`src/rtl/present_decrypt.sv`:
```
// present_decrypt: iterative PRESENT-80 decryption, one round per clock.
// A cache miss first runs the forward key schedule from K1 up to K32. The core then
// undoes the 31 rounds while it walks the schedule back down to K1. A one-entry
// cache holds the last K1/K32 pair, so a block that reuses the previous key skips
// the forward expansion.
//
// Ports:
//   clk    in   rising-edge clock
//   rst_n  in   asynchronous active-low reset
//   start  in   request, sampled only while idle
//   idat   in   64-bit ciphertext, captured on the accepted start edge
//   key    in   80-bit user key K1, captured on the accepted start edge
//   odat   out  64-bit plaintext, registered, held until the next done
//   done   out  one-cycle pulse, odat valid from this cycle on
//   busy   out  high while key expansion or decryption rounds are running
module present_decrypt (
  input  logic        clk,
  input  logic        rst_n,
  input  logic        start,
  input  logic [63:0] idat,
  input  logic [79:0] key,
  output logic [63:0] odat,
  output logic        done,
  output logic        busy
);

  typedef enum logic [1:0] {StIdle, StKeyExp, StDec, StFin} state_e;

  state_e      state_q;
  logic [63:0] dreg_q;
  logic [79:0] kreg_q;
  logic [4:0]  rnd_q;
  logic [79:0] cache_k1_q;
  logic [79:0] cache_k32_q;
  logic        cache_vld_q;

  function automatic logic [3:0] sbox(input logic [3:0] x);
    logic [3:0] y;
    case (x)
      4'h0: y = 4'hC;  4'h1: y = 4'h5;  4'h2: y = 4'h6;  4'h3: y = 4'hB;
      4'h4: y = 4'h9;  4'h5: y = 4'h0;  4'h6: y = 4'hA;  4'h7: y = 4'hD;
      4'h8: y = 4'h3;  4'h9: y = 4'hE;  4'hA: y = 4'hF;  4'hB: y = 4'h8;
      4'hC: y = 4'h4;  4'hD: y = 4'h7;  4'hE: y = 4'h1;  default: y = 4'h2;
    endcase
    return y;
  endfunction

  function automatic logic [3:0] inv_sbox(input logic [3:0] x);
    logic [3:0] y;
    case (x)
      4'h0: y = 4'h5;  4'h1: y = 4'hE;  4'h2: y = 4'hF;  4'h3: y = 4'h8;
      4'h4: y = 4'hC;  4'h5: y = 4'h1;  4'h6: y = 4'h2;  4'h7: y = 4'hD;
      4'h8: y = 4'hB;  4'h9: y = 4'h4;  4'hA: y = 4'h6;  4'hB: y = 4'h3;
      4'hC: y = 4'h0;  4'hD: y = 4'h7;  4'hE: y = 4'h9;  default: y = 4'hA;
    endcase
    return y;
  endfunction

  // Forward schedule step: rotate left 61, S-box top nibble, mix in round counter.
  function automatic logic [79:0] key_fwd(input logic [79:0] k, input logic [4:0] r);
    logic [79:0] t;
    t          = {k[18:0], k[79:19]};
    t[79:76]   = sbox(t[79:76]);
    t[19:15]   = t[19:15] ^ r;
    return t;
  endfunction

  // Exact inverse of key_fwd for the same round counter.
  function automatic logic [79:0] key_inv(input logic [79:0] k, input logic [4:0] r);
    logic [79:0] t;
    t          = k;
    t[19:15]   = t[19:15] ^ r;
    t[79:76]   = inv_sbox(t[79:76]);
    return {t[60:0], t[79:61]};
  endfunction

  logic [63:0] xk;
  logic [63:0] perm;
  logic [63:0] round_out;
  logic [79:0] kfwd;
  logic [79:0] kinv;

  assign xk   = dreg_q ^ kreg_q[79:16];
  assign kfwd = key_fwd(kreg_q, rnd_q);
  assign kinv = key_inv(kreg_q, rnd_q);

  // The forward layer moves bit 4j+b to 16b+j, so the inverse pulls it back.
  for (genvar j = 0; j < 16; j++) begin : g_inv_perm
    for (genvar b = 0; b < 4; b++) begin : g_bit
      assign perm[4*j+b] = xk[16*b+j];
    end
  end

  for (genvar n = 0; n < 16; n++) begin : g_inv_sbox
    assign round_out[4*n +: 4] = inv_sbox(perm[4*n +: 4]);
  end

  always_ff @(posedge clk or negedge rst_n) begin
    if (!rst_n) begin
      state_q     <= StIdle;
      dreg_q      <= '0;
      kreg_q      <= '0;
      rnd_q       <= '0;
      cache_k1_q  <= '0;
      cache_k32_q <= '0;
      cache_vld_q <= 1'b0;
      odat        <= '0;
      done        <= 1'b0;
      busy        <= 1'b0;
    end else begin
      done <= 1'b0;
      unique case (state_q)
        StIdle: begin
          if (start) begin
            dreg_q <= idat;
            if (cache_vld_q && (key == cache_k1_q)) begin
              kreg_q  <= cache_k32_q;
              rnd_q   <= 5'd31;
              state_q <= StDec;
            end else begin
              // Invalidate up front so an aborted expansion never leaves a stale K32.
              kreg_q      <= key;
              cache_k1_q  <= key;
              cache_vld_q <= 1'b0;
              rnd_q       <= 5'd1;
              state_q     <= StKeyExp;
            end
          end
        end
        StKeyExp: begin
          busy   <= 1'b1;
          kreg_q <= kfwd;
          if (rnd_q == 5'd31) begin
            cache_k32_q <= kfwd;
            cache_vld_q <= 1'b1;
            state_q     <= StDec;
          end else begin
            rnd_q <= rnd_q + 5'd1;
          end
        end
        StDec: begin
          busy   <= 1'b1;
          dreg_q <= round_out;
          kreg_q <= kinv;
          if (rnd_q == 5'd1) begin
            state_q <= StFin;
          end else begin
            rnd_q <= rnd_q - 5'd1;
          end
        end
        StFin: begin
          // kreg_q is back at K1 here, the whitening key of the first round.
          odat    <= dreg_q ^ kreg_q[79:16];
          done    <= 1'b1;
          busy    <= 1'b0;
          state_q <= StIdle;
        end
        default: state_q <= StIdle;
      endcase
    end
  end

endmodule

```
`config.mk`:
```
export PLATFORM = sky130hd
export DESIGN_NAME = present_decrypt
export DESIGN_NICKNAME = d
export VERILOG_FILES = /design/src/rtl/present_decrypt.sv
export SDC_FILE = /design/constraint.sdc
export NUM_CORES = 1
export LEC_CHECK = 0
export CAP_MARGIN = 20
export CORE_UTILIZATION = 25
export CTS_BUF_LIST = sky130_fd_sc_hd__clkbuf_8 sky130_fd_sc_hd__clkbuf_16
export DETAILED_ROUTE_END_ITERATION = 8
export GPL_ROUTABILITY_DRIVEN = 0
export PLACE_DENSITY = 0.43
export SLEW_MARGIN = 15
export SYNTH_ARGS = -nofsm -noshare
export SYNTH_HDL_FRONTEND = slang
export SYNTH_SLANG_ARGS = --single-unit
```
`constraint.sdc`:
```
create_clock -name clk -period 4.9 [get_ports clk]
set_input_delay 1.47 -clock clk [delete_from_list [all_inputs] [get_ports clk]]
set_output_delay 1.47 -clock clk [all_outputs]
set_load 0.01 [all_outputs]
```
==> qor_table.md, run 1 <==
| Quantity | Value |
| --- | --- |
| Cell Chain, Critical Path | clkdlybuf4s50_1, xnor2_1, nand4_1, nor4_1, nand4_1, nor3_4, buf_12, buf_12, mux2i_1, o221ai_1 |
| Proportion of layout cells with a drive suffix above 1 | 0.125 |
| Fraction of synthesis flops using an asynchronous set or reset pin | 1.00 |
| Finished layout cell area | 27400 um^2 |
| Die boundary height | 300 um |
| Internal power summed over all cells | 8.46 mW |
| Proportion of synthesized chip area in sequential cells | 0.426 |
| Relative contribution of sequential cells to total power | 0.315 |
| Number of placement rows | 108 |
| Synthesized net count | 2535 |
| Path class of the lowest-slack min-delay path | reg2reg |
| Count of port buffers added during placement | 212 |
| Number of endpoints failing setup at the final stage | 0 |
| Number of clock buffers inserted by TritonCTS | 49 |
| Power dissipated by switching net loads | 6.11 mW |
| Core Footprint | 87300 um^2 |
| Clock-pin slew on the worst setup and hold paths | 60 ps |
| Post-CTS setup repair buffer count | 0 |
| Portion of total power attributed to combinational logic | 0.432 |
| Total design power | 14.6 mW |
| Worst slew slack as a fraction of its limit | 0.285 |
| Max Clock Skew | 23.7 ps |
| Most used flip-flop cell after synthesis | dfrtp_1 |
| Total Nets Final | 2686 |
| CTS H-Tree Depth | 2 |
| Clock sink count | 378 |
| Most common cell after layout, fill and taps aside | dfrtp_1 |
| Run status | finished clean |
| Antenna cell count | 0 |
| Top cell type's share of synthesized area | 0.426 |
| Antenna violations before repair | 4 |
| Final number of hold-violating endpoints | 0 |
| Clock tree from TritonCTS | built |
| Later-pin clock latency in the skew report | 610 ps |
| Largest area contributor in the synthesized netlist | dfrtp_1 |
| Post-synth design cell area | 22200 um^2 |
| Kind of end point of the critical path | flip-flop |
| Total vias in the final route | 18300 |
| Most used cells in the layout excluding fill and tap cells | dfrtp_1 (378), a21oi_1 (253), o21ai_0 (221) |
| Total of max-cap violations | 0 |
| Data arrival time of the critical path | 4540 ps |
| Pin count of the biggest net entering global routing | 187 |
| Cell at the root of the clock tree | clkbuf_16 |
| Post-detail-place hpwl | 62400 um |
| Ratio of routed vias to standard cells | 5.04 |
| TNS Setup | 0 ps |
| Post-Syn Area per Cell | 9.77 um^2 |
| Slew @ Worst Pin | 1070 ps |
| Hold Buf Count CTS | 0 |
| Power density of the placed cells | 532 nW/um^2 |
| Post-layout min period | 4080 ps |
| Total DRC errors in the routed layout | 0 |
| Total placed cells including tap cells | 3526 |
| Area growth syn-to-layout | 23.4% |
| Post-Route WL | 84500 um |
| Synthesized instance count | 2272 |
| Crit-path slowest cell | nor4_1 |
| Maximum root-to-sink buffer count | 3 |
| Grt total ovfl | 0 |
| Worst-case vdd ir drop | 0.000268 V |
| Via count of the first global-routing pass | 18000 |
| Number of synthesized flops with an enable pin | 0 |
| Number of iterations in the first detailed-routing pass | 8 |
| Period Utilization, post-route | 0.834 |
| Initial core utilization | 0.254 |
| Resize count post-CTS | 0 |
| Placed Area | 25700 um^2 |
| Unrepaired setup endpoints after global routing | false |
| Highest clock frequency the design can meet | 0.245 GHz |
| Delay of the slowest cell on the worst path | 670 ps |
| Gr usage total | 0.185 |
| CP Data Required Time | 5360 ps |
| Non-filler cells in the finished layout | 3618 |
| Worst Setup Start Kind | primary input |
| Die extent in x | 300 um |
| Count of routing violations after the opening detailed-route iteration | 1257 |
| Top post-synthesis cells by area | dfrtp_1 (43%), mux2_2 (7.3%), ha_1 (6.5%) |
| Remaining antenna violation count after routing | 0 |
| Avg WL per Cell | 23.3 um |
| Yosys reg bits | 378 |
| Number of distinct library cell variants in the gate-level netlist after synthesis | 52 |
| Leakage power total | 11.5 nW |
| Sw frac | 0.419 |
| Setup CP Type | in2reg |
| Final-report max-slew violation count | 0 |
| Fraction of power consumed by the clock network | 0.253 |
| Die area | 90000 um^2 |
| Hold_ws | 487 ps |
| Yosys warns | 0 |
| Wire length of the first global-routing pass | 124000 um |
| IO Count | 213 |
| Largest fanout on the critical path | 18 |
cell usage after synthesis (4+ instances only):
cell type	count
nand4_1	15
o211ai_1	25
a22oi_1	86
mux2_1	7
a31o_2	7
mux2i_1	97
nor4_1	7
a21oi_1	253
inv_1	84
buf_1	9
o21ai_1	5
dfrtp_1	378
o311ai_0	24
o22ai_1	11
nor3_1	27
a211oi_1	21
xnor2_1	121
ha_1	116
o2111ai_1	9
buf_2	4
nor2_1	146
o21ai_0	221
clkbuf_1	144
buf_4	5
and2_1	8
a211o_1	6
o31ai_1	19
a221oi_1	11
nand2_1	164
mux4_2	14
mux2_2	144
xor2_1	54
power by group through the flow:
stage               clock network (mW)  logic [mW]  registers [mW]
global route                      3.90        7.11            4.65
global placement                     0        6.06            4.62
finish                            3.68        6.29            4.59
floorplan                            0        4.56            4.09
CTS                               3.78        6.32            4.59
detailed placement                   0        6.29            4.64
kinds of logic after synthesis:
| kind of cell | count (synthesis) | share of synthesized area |
|---|---|---|
| fa+ha+maj | 116 | 0.0654 |
| xor+xnor | 175 | 0.0691 |
| compound gates | 716 | 0.192 |
| flops | 378 | 0.426 |
| simple gates | 379 | 0.0706 |
| mux | 262 | 0.135 |
| buf+inv | 246 | 0.0427 |
critical path: cells and delay by family:
family,cells,cell delay (ps)
AOI/OAI and AO/OA,1,150
xor gates and xnor gates,1,170
muxes,1,370
and+or+nand+nor,4,1410
buffers and inverters,3,940
layer usage:
metal / GRT usage / vias up / wire [um]
met5: 0 / - / 13
met4: 0.0420 / 2 / 1610
met3: 0.0225 / 86 / 4080
met2: 0.305 / 546 / 39900
met1: 0.258 / 9192 / 38800
li1: - / 8426 / -
state kept, by name, summed over array words and instances (netlist names):
register and cells:
kreg_q 80, dreg_q 64, cache_k32_q 80, odat 64, busy 1, rnd_q 5, cache_k1_q 80, cache_vld_q 1
done 1, state_q 2
through the flow:
stage	setup WS (ps)	utilization
4_1_cts	789	0.314
5_1_grt	736	0.314
3_3_place_gp	228	0.295
2_1_floorplan	1650	-
6_report	815	0.314
3_5_place_dp	151	0.295
worst paths after layout:
check	from	cells past startpoint	end	slack, ps
worst min-delay path	cache_k32_q[57]$_DFFE_PN0P_	2	cache_k32_q[57]$_DFFE_PN0P_	490
worst max register to register	cache_k1_q[70]$_DFFE_PN0P_	9	kreg_q[18]$_DFFE_PN0P_	1840
min in group asynchronous	rst_n	1	odat[5]$_DFFE_PN0P_	880
worst max-delay path	key[70]	10	kreg_q[18]$_DFFE_PN0P_	820
max in group asynchronous	rst_n	3	cache_k1_q[5]$_DFFE_PN0P_	2850
worst min register to register	cache_k32_q[57]$_DFFE_PN0P_	2	cache_k32_q[57]$_DFFE_PN0P_	490
cell type report:
type                       instances  area (um^2)
tap                             1155         1450
inverter                          84          315
clock buffer                      61         1390
sequential                       378         9460
multi-input combinational       1648        11900
clock inverter                    30          249
timing repair buffer             262         2680
fill                            9080        59900
Note: power is estimated with default switching activity, not from simulation.
==> run 2, diff against run 1 <==
==> constraint.sdc (replaced) <==
create_clock -name clk -period 3.89 [get_ports clk]
set_input_delay 1.167 -clock clk [delete_from_list [all_inputs] [get_ports clk]]
set_output_delay 1.167 -clock clk [all_outputs]
set_load 0.01 [all_outputs]
==> qor_table.md, run 2 (synthesized netlist as in run 1, its figures left out) <==
| Quantity | Value | Change |
| --- | --- | --- |
| CTS H-Tree Depth | 2 | unchanged |
| Total design power | 19.0 mW | +31% |
| Most used cells in the layout excluding fill and tap cells | dfrtp_1 (378), a21oi_1 (253), o21ai_0 (221) |  |
| Finished layout cell area | 28100 um^2 | +2.6% |
| Worst Setup Start Kind | primary input |  |
| Kind of end point of the critical path | flip-flop |  |
| Reg-to-reg setup timing slack | 990 ps | -850 ps |
| Total Nets Final | 2754 | +2.5% |
| Clock sink count | 378 | unchanged |
| Highest clock frequency the design can meet | 0.279 GHz |  |
| Resize count post-CTS | 0 | unchanged |
| Largest fanout on the critical path | 14 | -4 |
| Pin count of the biggest net entering global routing | 129 | -31% |
| Maximum root-to-sink buffer count | 3 | unchanged |
| Highest metal used | met5 |  |
| Data arrival time of the critical path | 4060 ps | -480 ps |
| Run status | finished clean |  |
| Count of port buffers added during placement | 212 | unchanged |
| Total DRC errors in the routed layout | 0 | unchanged |
| Total area of multi-input combinational cells | 11900 um^2 | about the same |
| Area growth syn-to-layout | 26.6% |  |
| Gr usage total | 0.187 | +0.00145 |
| Proportion of layout cells with a drive suffix above 1 | 0.149 | +0.0241 |
| Post-detail-place hpwl | 62900 um | +0.77% |
| IO Count | 213 | unchanged |
| Avg WL per Cell | 23.0 um | -1.4% |
| Final number of hold-violating endpoints | 0 | unchanged |
| Remaining antenna violation count after routing | 0 | unchanged |
| Grt total ovfl | 0 | unchanged |
| Total of max-cap violations | 0 | unchanged |
| Slew @ Worst Pin | 961 ps | -111 ps |
| Via count of the first global-routing pass | 18600 | +3.5% |
| Number of endpoints failing setup at the final stage | 0 | unchanged |
| Unrepaired setup endpoints after global routing | false |  |
| Clock tree from TritonCTS | built |  |
| Max Clock Skew | 21.5 ps | -2.18 ps |
| Clock-pin slew on the worst setup and hold paths | 60 ps | about the same |
| Die area | 90000 um^2 | unchanged |
| Antenna violations before repair | 4 | unchanged |
| Post-placement setup slack | -583 ps | -734 ps |
| Hold Buf Count CTS | 0 | unchanged |
| Post-CTS setup repair buffer count | 0 | unchanged |
| Setup CP Type | in2reg |  |
| Wire length of the first global-routing pass | 125000 um | +0.81% |
| Ratio of routed vias to standard cells | 5.00 | -0.80% |
| Filler instances | 9000 | -0.88% |
| Initial core utilization | 0.254 | unchanged |
| Final-report max-slew violation count | 0 | unchanged |
| Non-filler cells in the finished layout | 3686 | +1.9% |
| TNS Setup | 0 ps | unchanged |
| Count of routing violations after the opening detailed-route iteration | 1204 | -4.2% |
| Leakage power total | 11.9 nW | +3.4% |
| Detailed route wirelength on metal2 | 40300 um | +0.96% |
| Total vias in the final route | 18400 | +1.1% |
| Core Util, Final | 0.322 | +0.00805 |
| Post-Route WL | 84900 um | +0.48% |
| Period Utilization, post-route | 0.923 |  |
| Flip-flop and latch area | 9460 um^2 | unchanged |
| Post-layout min period | 3590 ps |  |
| Worst-case vdd ir drop | 0.000339 V | +27% |
| Number of placement rows | 108 | unchanged |
| Cell at the root of the clock tree | clkbuf_16 |  |
| Placed Area | 26300 um^2 | +2.1% |
| Die boundary height | 300 um | unchanged |
| Later-pin clock latency in the skew report | 610 ps | about the same |
| Worst slew slack as a fraction of its limit | 0.357 | +0.0721 |
| Detailed-routing wirelength on met1 | 38200 um | -1.7% |
| Total placed cells including tap cells | 3594 | +1.9% |
| Number of clock buffers inserted by TritonCTS | 50 | +2.0% |
| CP Data Required Time | 4360 ps | -1000 ps |
| Die extent in x | 300 um | unchanged |
| Registers with the most flip-flops | cache_k1_q (80), cache_k32_q (80), kreg_q (80) |  |
| Core Footprint | 87300 um^2 | unchanged |
| Path class of the lowest-slack min-delay path | reg2reg |  |
| Hold_ws | 483 ps | -4.87 ps |
| Number of iterations in the first detailed-routing pass | 6 | -2 |
| Power density of the placed cells | 677 nW/um^2 | +27% |
| Most common cell after layout, fill and taps aside | dfrtp_1 |  |
| Met3 WL | 4480 um | +9.7% |
| Post-route worst setup slack | 301 ps | -514 ps |
-- run 2: cell count changes in the layout (fill, tap and decap cells not counted), moves of 2 or more --
cell | previous run | this run
buf_4 | 36 | 102
bufinv_16 | 3 | 11
clkbuf_8 | 12 | 8
clkbuf_16 | 49 | 51
clkinv_8 | 2 | 0
inv_1 | 94 | 90
diode_2 | 0 | 4
-- run 2: cell type report --
| class | count | area share |
|---|---|---|
| flip-flops and latches | 378 | 0.337 |
| diodes | 4 | 0.000356 |
| clock inverters | 29 | 0.0151 |
| inverters | 84 | 0.0112 |
| well taps | 1155 | 0.0514 |
| clock buffers | 59 | 0.0493 |
| repair buffers | 329 | 0.114 |
| multi-input cells | 1648 | 0.422 |
-- run 2: power by group --
part           internal, mW  leakage (nW)  switching (mW)  total, mW
clock network          3.25         0.914            1.93       5.18
registers              4.66          4.67            1.11       5.77
logic                  3.38          6.28            4.70       8.08
total                  11.3          11.9            7.75       19.0
-- run 2: worst paths after layout --
check / to / from / cells past startpoint
max: kreg_q[18]$_DFFE_PN0P_ / key[7] / 11
min: busy$_DFFE_PN0P_ / busy$_DFFE_PN0P_ / 2
max reg2reg: kreg_q[18]$_DFFE_PN0P_ / cache_k1_q[7]$_DFFE_PN0P_ / 10
min reg2reg: busy$_DFFE_PN0P_ / busy$_DFFE_PN0P_ / 2
max in group asynchronous: cache_k32_q[59]$_DFFE_PN0P_ / rst_n / 2
min in group asynchronous: odat[5]$_DFFE_PN0P_ / rst_n / 1
-- run 2: critical path, stage by stage --
cell,delay [ps]
clkdlybuf4s50_1,490
xnor2_1,360
nand4_1,160
nor4_2,560
buf_4,210
nand4_1,130
nor3_4,190
buf_12,160
buf_4,280
mux2i_1,220
o221ai_1,120
-- run 2: layer usage --
layer,GRT usage,up-vias
met5,0,-
met4,0.0505,4
met3,0.0258,110
met2,0.310,482
met1,0.252,9293
li1,-,8557
